--- src/rtl/sm3_cf_iter.sv ---
// SM3 compression function CF(V, B), iterated one round per clock over 64 rounds.
// Message expansion runs on the fly in a sliding 16-word window.
// Ports:
//   clk      - rising-edge clock
//   reset    - asynchronous active-low reset
//   start    - level request; a new operation needs start low once after done
//   iv       - chaining value V, iv[255:224] = A ... iv[31:0] = H
//   block    - 512-bit message block, block[511:480] = W0 ... block[31:0] = W15
//   hash_out - registered V ^ ABCDEFGH, held until the next completion
//   done     - one-cycle completion pulse
//   busy     - high from accept until done, inclusive
module sm3_cf_iter (
    input  logic         clk,
    input  logic         reset,
    input  logic         start,
    input  logic [255:0] iv,
    input  logic [511:0] block,
    output logic [255:0] hash_out,
    output logic         done,
    output logic         busy
);

    localparam int unsigned WORD_W    = 32;
    localparam int unsigned NUM_WORDS = 16;
    localparam int unsigned CNT_W     = 6;
    localparam logic [CNT_W-1:0]  LAST_ROUND = CNT_W'(63);
    localparam logic [CNT_W-1:0]  SPLIT_ROUND = CNT_W'(16);
    localparam logic [WORD_W-1:0] T_LO = 32'h79cc4519;
    localparam logic [WORD_W-1:0] T_HI = 32'h7a879d8a;

    typedef enum logic [1:0] {
        S_IDLE     = 2'd0,
        S_ROUND    = 2'd1,
        S_FINAL    = 2'd2,
        S_WAIT_LOW = 2'd3
    } state_e;

    function automatic logic [WORD_W-1:0] rotl(input logic [WORD_W-1:0] x, input logic [4:0] n);
        logic [2*WORD_W-1:0] t;
        t = {x, x} << n;
        return t[2*WORD_W-1:WORD_W];
    endfunction

    function automatic logic [WORD_W-1:0] p0(input logic [WORD_W-1:0] x);
        return x ^ rotl(x, 5'd9) ^ rotl(x, 5'd17);
    endfunction

    function automatic logic [WORD_W-1:0] p1(input logic [WORD_W-1:0] x);
        return x ^ rotl(x, 5'd15) ^ rotl(x, 5'd23);
    endfunction

    state_e                             state_q, state_d;
    logic [CNT_W-1:0]                   j_q, j_d;
    logic [7:0][WORD_W-1:0]             v_q, v_d;
    logic [7:0][WORD_W-1:0]             s_q, s_d;     // s[7] = A ... s[0] = H
    logic [NUM_WORDS-1:0][WORD_W-1:0]   w_q, w_d;     // w[0] = Wj ... w[15] = W[j+15]
    logic [255:0]                       hash_q, hash_d;
    logic                               done_q, done_d;
    logic                               busy_q, busy_d;

    logic                accept;
    logic                first16;
    logic [WORD_W-1:0]   a_w, b_w, c_w, d_w, e_w, f_w, g_w, h_w;
    logic [WORD_W-1:0]   a12, tj, ss1, ss2, ff, gg, tt1, tt2, w_new;

    assign accept  = (state_q == S_IDLE) && start;
    assign first16 = (j_q < SPLIT_ROUND);

    // Round function on the current working state and window
    assign {a_w, b_w, c_w, d_w, e_w, f_w, g_w, h_w} = s_q;
    assign a12   = rotl(a_w, 5'd12);
    assign tj    = rotl(first16 ? T_LO : T_HI, j_q[4:0]);
    assign ss1   = rotl(a12 + e_w + tj, 5'd7);
    assign ss2   = ss1 ^ a12;
    assign ff    = first16 ? (a_w ^ b_w ^ c_w) : ((a_w & b_w) | (a_w & c_w) | (b_w & c_w));
    assign gg    = first16 ? (e_w ^ f_w ^ g_w) : ((e_w & f_w) | (~e_w & g_w));
    assign tt1   = ff + d_w + ss2 + (w_q[0] ^ w_q[4]);
    assign tt2   = gg + h_w + ss1 + w_q[0];
    assign w_new = p1(w_q[0] ^ w_q[7] ^ rotl(w_q[13], 5'd15)) ^ rotl(w_q[3], 5'd7) ^ w_q[10];

    // State register
    always_ff @(posedge clk or negedge reset) begin
        if (!reset) begin
            state_q <= S_IDLE;
        end else begin
            state_q <= state_d;
        end
    end

    // Next-state logic
    always_comb begin
        state_d = state_q;
        case (state_q)
            S_IDLE:     if (start) state_d = S_ROUND;
            S_ROUND:    if (j_q == LAST_ROUND) state_d = S_FINAL;
            S_FINAL:    state_d = S_WAIT_LOW;
            S_WAIT_LOW: if (!start) state_d = S_IDLE;
            default:    state_d = S_IDLE;
        endcase
    end

    // Registered outputs
    always_comb begin
        done_d = 1'b0;
        busy_d = busy_q;
        hash_d = hash_q;
        case (state_q)
            S_IDLE:     if (start) busy_d = 1'b1;
            S_FINAL: begin
                done_d = 1'b1;
                hash_d = v_q ^ s_q;
            end
            S_WAIT_LOW: busy_d = 1'b0;
            default:    ;
        endcase
    end

    // Datapath: load on accept, one round per ROUND cycle
    always_comb begin
        j_d = j_q;
        v_d = v_q;
        s_d = s_q;
        w_d = w_q;
        if (accept) begin
            v_d = iv;
            s_d = iv;
            j_d = '0;
            for (int i = 0; i < NUM_WORDS; i++) begin
                w_d[i] = block[511 - 32*i -: 32];
            end
        end else if (state_q == S_ROUND) begin
            s_d = {tt1, a_w, rotl(b_w, 5'd9), c_w, p0(tt2), e_w, rotl(f_w, 5'd19), g_w};
            w_d = {w_new, w_q[NUM_WORDS-1:1]};
            // Counter parks at 63; the FSM leaves ROUND so no extra round runs
            if (j_q != LAST_ROUND) j_d = j_q + CNT_W'(1);
        end
    end

    always_ff @(posedge clk or negedge reset) begin
        if (!reset) begin
            j_q    <= '0;
            v_q    <= '0;
            s_q    <= '0;
            w_q    <= '0;
            hash_q <= '0;
            done_q <= 1'b0;
            busy_q <= 1'b0;
        end else begin
            j_q    <= j_d;
            v_q    <= v_d;
            s_q    <= s_d;
            w_q    <= w_d;
            hash_q <= hash_d;
            done_q <= done_d;
            busy_q <= busy_d;
        end
    end

    assign hash_out = hash_q;
    assign done     = done_q;
    assign busy     = busy_q;

endmodule
--- config.mk ---
export PLATFORM = sky130hd
export DESIGN_NAME = sm3_cf_iter
export DESIGN_NICKNAME = d
export VERILOG_FILES = /design/src/rtl/sm3_cf_iter.sv
export SDC_FILE = /design/constraint.sdc
export NUM_CORES = 2
export LEC_CHECK = 0
export BUFFER_PORTS_ARGS = -buffer_cell sky130_fd_sc_hd__buf_2
export CAP_MARGIN = 20
export CORE_AREA = 2 2 400 402
export DETAILED_ROUTE_END_ITERATION = 6
export DIE_AREA = 0 0 402 404
export PLACE_DENSITY_LB_ADDON = 0.05
export SLEW_MARGIN = 20
export SYNTH_ARGS = -nofsm -noshare
export SYNTH_HDL_FRONTEND = slang
export SYNTH_SLANG_ARGS = --single-unit
--- constraint.sdc ---
create_clock -name clk -period 9.2 [get_ports clk]
set_clock_uncertainty 0.1 [all_clocks]
set_input_delay 0.46 -clock clk [delete_from_list [all_inputs] [get_ports clk]]
set_output_delay 0.46 -clock clk [all_outputs]
set_load 0.005 [all_outputs]
# --- After elaboration in Yosys (flattened, before gate mapping) ---
# Index checks and enable logic that the tools add are counted.
word_totals:
  out_inout_bits: 258
  latchBits: 0
  rom_bits: 0
  regBits: 1290
  input_bits: 771
  word_cells: 105
  ramBits: 0
  memories: 0
classes:
  n_mux: 17
  reduce_logical: 8
  n_div: 0
  add_sub_neg: 9
  shifts: 1
  n_eq_ne: 8
  multipliers: 0
  n_lt_le_gt_ge: 1
  n_bitwise: 24
op_table:
  columns: ["cell", "count"]
  rows:
  - ["512-bit two-way mux", 2]
  - ["256-bit two-way mux", 2]
  - ["32-bit XOR", 14]
  - ["32-bit adder", 8]
  - ["256-bit XOR", 1]
  - ["32-bit bitwise AND", 5]
  - ["32-bit bitwise OR", 3]
  - ["32-bit two-way mux", 2]
  - ["63-bit by 5-bit left shift with 64-bit output", 1]
  - ["32-bit NOT", 1]
  - ["26-bit two-way mux", 1]
  - ["6-bit two-way mux", 3]
  - ["2-bit case mux with 4 select lines", 1]
  - ["6-bit by 1-bit adder with 6-bit output, second input constant", 1]
  - ["6-bit == test, second input constant", 1]
  - ["6-bit by 5-bit less-than comparator with 1-bit output, second input constant", 1]
  - ["2-bit two-way mux", 3]
  - ["2-bit != test, second input constant", 3]
  - ["6-bit != test, second input constant", 1]
  - ["2-bit nonzero test", 3]
  - ["2-bit == test, second input constant", 2]
  - ["2-bit AND reduction", 2]
  - ["3-bit AND reduction", 1]
  - ["2-bit by 1-bit == test with 1-bit output, second input constant", 1]
  - ["other kinds (4)", 5]

# --- Longest topological paths before layout ---
logic_depth:
  ltp_word: 11
  ltp_mapped: 42
  ltp_nobuf: 38

# --- Worst setup path after synthesis ---
# Ideal clock, no wire load.
synth_timing:
  path_type: "reg2reg"
  startpoint: "reg j_q[4]"
  endpoint: "reg s_q, in the netlist e_w[5]"
  required_ps: 8969
  period_less_slack_ps: 9069
  path_buffers: 4
  setup_time_ps: 131
  setup_slack_ps: 131
  path_stages_with_launch: 41
  t_arrival_ps: 8838
  path_cell_list: "dfrtp_1 > buf_2 > nor2_2 > inv_2 > clkbuf_1 > clkbuf_1 > buf_1 > ha_1 > nor2_1 > a21oi_1 > o21a_1 > nand2_1 > o21ai_0 > mux2_2 > fa_1 > inv_1 > ha_1 > fa_1 > [... 5 more ...] > a2111oi_0 > nor2_1 > o21a_1 > nor2_1 > xor2_1 > fa_1 > fa_1 > ha_1 > o211a_1 > o21bai_1 > o21bai_2 > a211oi_1 > a21oi_1 > a211o_1 > xor2_1 > xor2_1 > and3b_1 > or3_1"
synth_via:
  elab_chain_cells: 10
  elab_cells_between_ends: 12
  cone_classes: "add/sub (4); order compare (1); shift (1); mux (4); bitwise (2)"
synth_lines:
  columns: ["item", "line_no", "rtl"]
  rows:
  - ["from (decl)", "53", "logic [CNT_W-1:0] j_q, j_d;"]
  - ["from (signal assigned)", "149", "j_q <= j_d;"]
  - ["6-bit by 5-bit less-than comparator with 1-bit output", "67", "assign first16 = (j_q < SPLIT_ROUND);"]
  - ["26-bit two-way mux", "72", "assign tj = rotl(first16 ? T_LO : T_HI, j_q[4:0]);"]
  - ["63-bit by 5-bit left shift with 64-bit output", "40", "t = {x, x} << n;"]
  - ["32-bit adder", "73", "assign ss1 = rotl(a12 + e_w + tj, 5'd7);"]
  - ["32-bit adder (*) (2 in a row)", "78", "assign tt2 = gg + h_w + ss1 + w_q[0];"]
  - ["32-bit XOR", "45", "return x ^ rotl(x, 5'd9) ^ rotl(x, 5'd17);"]
  - ["32-bit XOR (*)", "45", null]
  - ["256-bit two-way mux (*)", "131", "end else if (state_q == S_ROUND) begin"]
  - ["256-bit two-way mux (*)", "124", "if (accept) begin"]
  - ["to (signal assigned)", "143", "s_q <= '0;"]
  - ["to (signal assigned)", "151", "s_q <= s_d;"]
  - ["to (decl)", "55", "logic [7:0][WORD_W-1:0] s_q, s_d;"]
# Mark *: on every way between the ends. The rest lies on a longest branch, timed or not. The select of a mux whose other input is x is not followed.
# A chain may end at the register's enable or synchronous reset.

# --- Worst setup path in the final report ---
layout_timing:
  startpoint: "reg j_q[1]"
  endpoint: "reg s_q, in the netlist e_w[5]"
# Same word-level chain as after synthesis.

==> metrics.txt <==
cell count after synthesis=7143; ratio of cells with drive above 1 in the final layout=0.174; initial antenna violation count=12; max-slew headroom at the worst pin=0.108; endpoints failing setup=0; final HPWL from detailed placement=232000 µm; worst-path cell with the longest stage delay=sky130_fd_sc_hd__dfrtp_1; launch point of the worst path=j_q[1]; cell at the root of the clock tree=sky130_fd_sc_hd__clkbuf_16; met1 GRT Util=0.490; global route total overflow=0; total routing resource utilization after global routing=0.373; H-tree depth=4; number of DRC markers in iteration 0=5503; wire length of the first global-routing pass=437000 µm; antenna violation net count after detailed routing=0; run status=finished, final reports clean; warnings from Yosys=0; vias in the first global route=61.3k; routability-driven placement congestion ratio=0.966; full die area=162000 µm²; sequential share of the synthesized area=0.463; RSZ-0062 raised after global routing=no; largest net degree at the start of global routing=215; Reg clk slew, reported paths=60 ps; most common flop cell mapped by yosys=sky130_fd_sc_hd__dfrtp_1; critical path class=reg -> reg; final hold viol count=0; flops & latches, synth=1290; kind of launch point of the worst setup path=register; Clk Latency, worst-skew pair=820 ps; # rows=146; post-route clock period utilization=0.947; share of synthesized registers carrying an async set or reset=1.00; class of the most critical hold timing path=in -> async; maximum buffer depth of the clock tree=3; leading area contributor after synthesis=sky130_fd_sc_hd__dfrtp_1; reported max-cap violation count=0; number of detailed-routing iterations run before antenna repair=6; mean post-synth cell area=9.76 µm²; clk sink count=1290; slew of the pin with the lowest slew margin=1340 ps; area of the mapped netlist=about 70000 µm²; Worst path max stage delay=approximately 500 ps; Total Nets Final=9964; starting density of the core=0.442; Setup TNS Final=0 ps; routed wire length=308000 µm; net count of the mapped netlist=between 8k and 9k; die width=around 400 µm; required time of the critical path=between 9000 and 10000 ps; number of enable-type register cells in the synthesized netlist=0; average vias per placed instance=between 5 and 6; f_max=115 MHz; final routed DRC violation total=0; count of vias placed by the detailed router=61.2k; Die Span Y=404 µm; top-level I/O count=1029; area overhead of the layout relative to synthesis=30.2%; area of the core region=158000 µm²; met3 capacity usage during global routing=0.0551; met2 routing resource usage after global routing=0.606; TritonCTS clock tree=done; final routed wire length divided by cell count=27.8 µm; count of buffers inserted at the top-level ports=around 1.0k; Yosys top cell area share=0.463; Crit. End Element=register; Crit Path Max Fanout=10; data arrival time of the critical path=9300 ps; max-slew violation total from the final report=0; origin of the critical flop-to-flop path=j_q[1]; clock buffer count from CTS=148; busiest layer in global routing=met2; minimum clock period=8710 ps; largest cells by area after synthesis=sky130_fd_sc_hd__dfrtp_1 (46%), sky130_fd_sc_hd__mux2i_1 (11%), sky130_fd_sc_hd__nand2_1 (7.3%), sky130_fd_sc_hd__xnor2_1 (6.8%), sky130_fd_sc_hd__o21ai_0 (5.9%); Unique masters post-synth=90
-- repair_timing --
item | CTS | global route
hold endpoints to repair | 1152 | 0
endpoints found under the setup margin | 0 | 43
hold buffers | 770 | 0
gates resized for setup | 0 | 34
buffers inserted | 0 | 1
-- cells by family after synthesis --
kind of cell | after synthesis | synth area share
AO/OA/AOI/OAI | 1484 | 0.116
XOR/XNOR | 667 | 0.0849
adder cells (fa/ha/maj) | 291 | 0.0725
buffers and inverters | 628 | 0.0350
flip-flops | 1290 | 0.463
multiplexers | 815 | 0.118
AND/OR/NAND/NOR | 1968 | 0.112
-- path summary, 6_finish.rpt --
kind,cells past startpoint,slack (ps),to
hold / removal,2,210,hash_out[207]
setup / recovery,37,490,e_w[5]
setup reg to reg,37,490,e_w[5]
min in group clk,4,300,w_q[168]
hold reg to reg,2,390,v_q[206]
max in group asynchronous,4,6430,w_q[339]
-- final cells by class --
cell class	instances	area (µm²)
tap	2072	2590
multi-input combinational	5225	35200
timing repair buffer	2040	15000
antenna	5	12.5
fill	13800	67000
inverter	197	746
sequential	1290	32300
clock inverter	38	548
clock buffer	231	4470
-- cell usage in the layout, fill, tap and decap left out, types with 9 or more instances in the layout --
cell type                          n
sky130_fd_sc_hd__xor2_1          120
sky130_fd_sc_hd__mux2_2           18
sky130_fd_sc_hd__clkinv_2         16
sky130_fd_sc_hd__a21o_1           46
sky130_fd_sc_hd__buf_12           23
sky130_fd_sc_hd__clkbuf_1         42
sky130_fd_sc_hd__nand2b_1         10
sky130_fd_sc_hd__xnor2_1         538
sky130_fd_sc_hd__dfrtp_1        1289
sky130_fd_sc_hd__nand2_1        1360
sky130_fd_sc_hd__buf_4           216
sky130_fd_sc_hd__clkbuf_8         38
sky130_fd_sc_hd__o21ai_1          15
sky130_fd_sc_hd__nand4_1           9
sky130_fd_sc_hd__mux2i_1         795
sky130_fd_sc_hd__a31oi_1          33
sky130_fd_sc_hd__clkbuf_16       152
sky130_fd_sc_hd__nand3_1          36
sky130_fd_sc_hd__nor2_1          425
sky130_fd_sc_hd__buf_2          1027
sky130_fd_sc_hd__o21ai_0         820
sky130_fd_sc_hd__o211ai_1         15
sky130_fd_sc_hd__nor3_1           52
sky130_fd_sc_hd__inv_1           193
sky130_fd_sc_hd__fa_1            187
sky130_fd_sc_hd__a211oi_1         29
sky130_fd_sc_hd__a21oi_1         435
sky130_fd_sc_hd__ha_1            100
sky130_fd_sc_hd__dlygate4sd3_1   770
sky130_fd_sc_hd__nor2b_1          27
sky130_fd_sc_hd__o21bai_1         11
-- synth_stat cells (8+ instances only) --
master / number
sky130_fd_sc_hd__nand2_1: 1361
sky130_fd_sc_hd__dfrtp_1: 1290
sky130_fd_sc_hd__o21ai_0: 823
sky130_fd_sc_hd__mux2i_1: 795
sky130_fd_sc_hd__xnor2_1: 539
sky130_fd_sc_hd__a21oi_1: 436
sky130_fd_sc_hd__nor2_1: 429
sky130_fd_sc_hd__clkbuf_1: 395
sky130_fd_sc_hd__inv_1: 193
sky130_fd_sc_hd__fa_1: 188
sky130_fd_sc_hd__xor2_1: 121
sky130_fd_sc_hd__ha_1: 103
sky130_fd_sc_hd__nor3_1: 54
sky130_fd_sc_hd__a21o_1: 46
sky130_fd_sc_hd__nand3_1: 36
sky130_fd_sc_hd__a31oi_1: 34
sky130_fd_sc_hd__a211oi_1: 33
sky130_fd_sc_hd__nor2b_1: 27
sky130_fd_sc_hd__buf_1: 24
sky130_fd_sc_hd__mux2_2: 18
sky130_fd_sc_hd__o211ai_1: 15
sky130_fd_sc_hd__o21ai_1: 13
sky130_fd_sc_hd__o21bai_1: 11
sky130_fd_sc_hd__nand2b_1: 10
sky130_fd_sc_hd__nand4_1: 9
sky130_fd_sc_hd__a211o_1: 8
sky130_fd_sc_hd__and3_1: 8
-- flip-flops by register name, summed over array words and instances (netlist names) --
register / cells
busy: 1
state_q: 2
w_q: 512
a_w: 32
e_w: 32
d_w: 32
f_w: 32
j_q: 6
g_w: 32
h_w: 32
c_w: 32
hash_out: 256
done: 1
b_w: 32
v_q: 256
-- per-stage QoR --
stage	setup WS [ps]	instance area [µm²]	utilization	hold slack [ps]	cells
after floorplan	131	69700	-	64.4	7143
after global placement	156	77900	0.494	378	10100
after detailed placement	141	77900	0.494	383	10100
after CTS	89.3	90600	0.574	220	11100
after global routing	2.12	90800	0.575	270	11100
final	485	90800	0.575	211	11100
-- layer usage --
metal | routed length (µm) | vias up
li1 | - | 27500
met1 | 128000 | 30700
met2 | 145000 | 2393
met3 | 17600 | 591
met4 | 17200 | 6
met5 | 37 | -
-- critical path: cells and delay by family, from the launching register on --
family / cells / cell delay (ps)
compound gates: 14 / 2630
buf+inv: 5 / 810
simple gates: 8 / 1390
mux: 1 / 310
flops: 1 / 500
xor+xnor: 3 / 470
fa+ha+maj: 6 / 2330
Power is left out: the tool's default activity adds up to more than one toggle a clock period on the data nets, which glitch-free logic cannot reach.
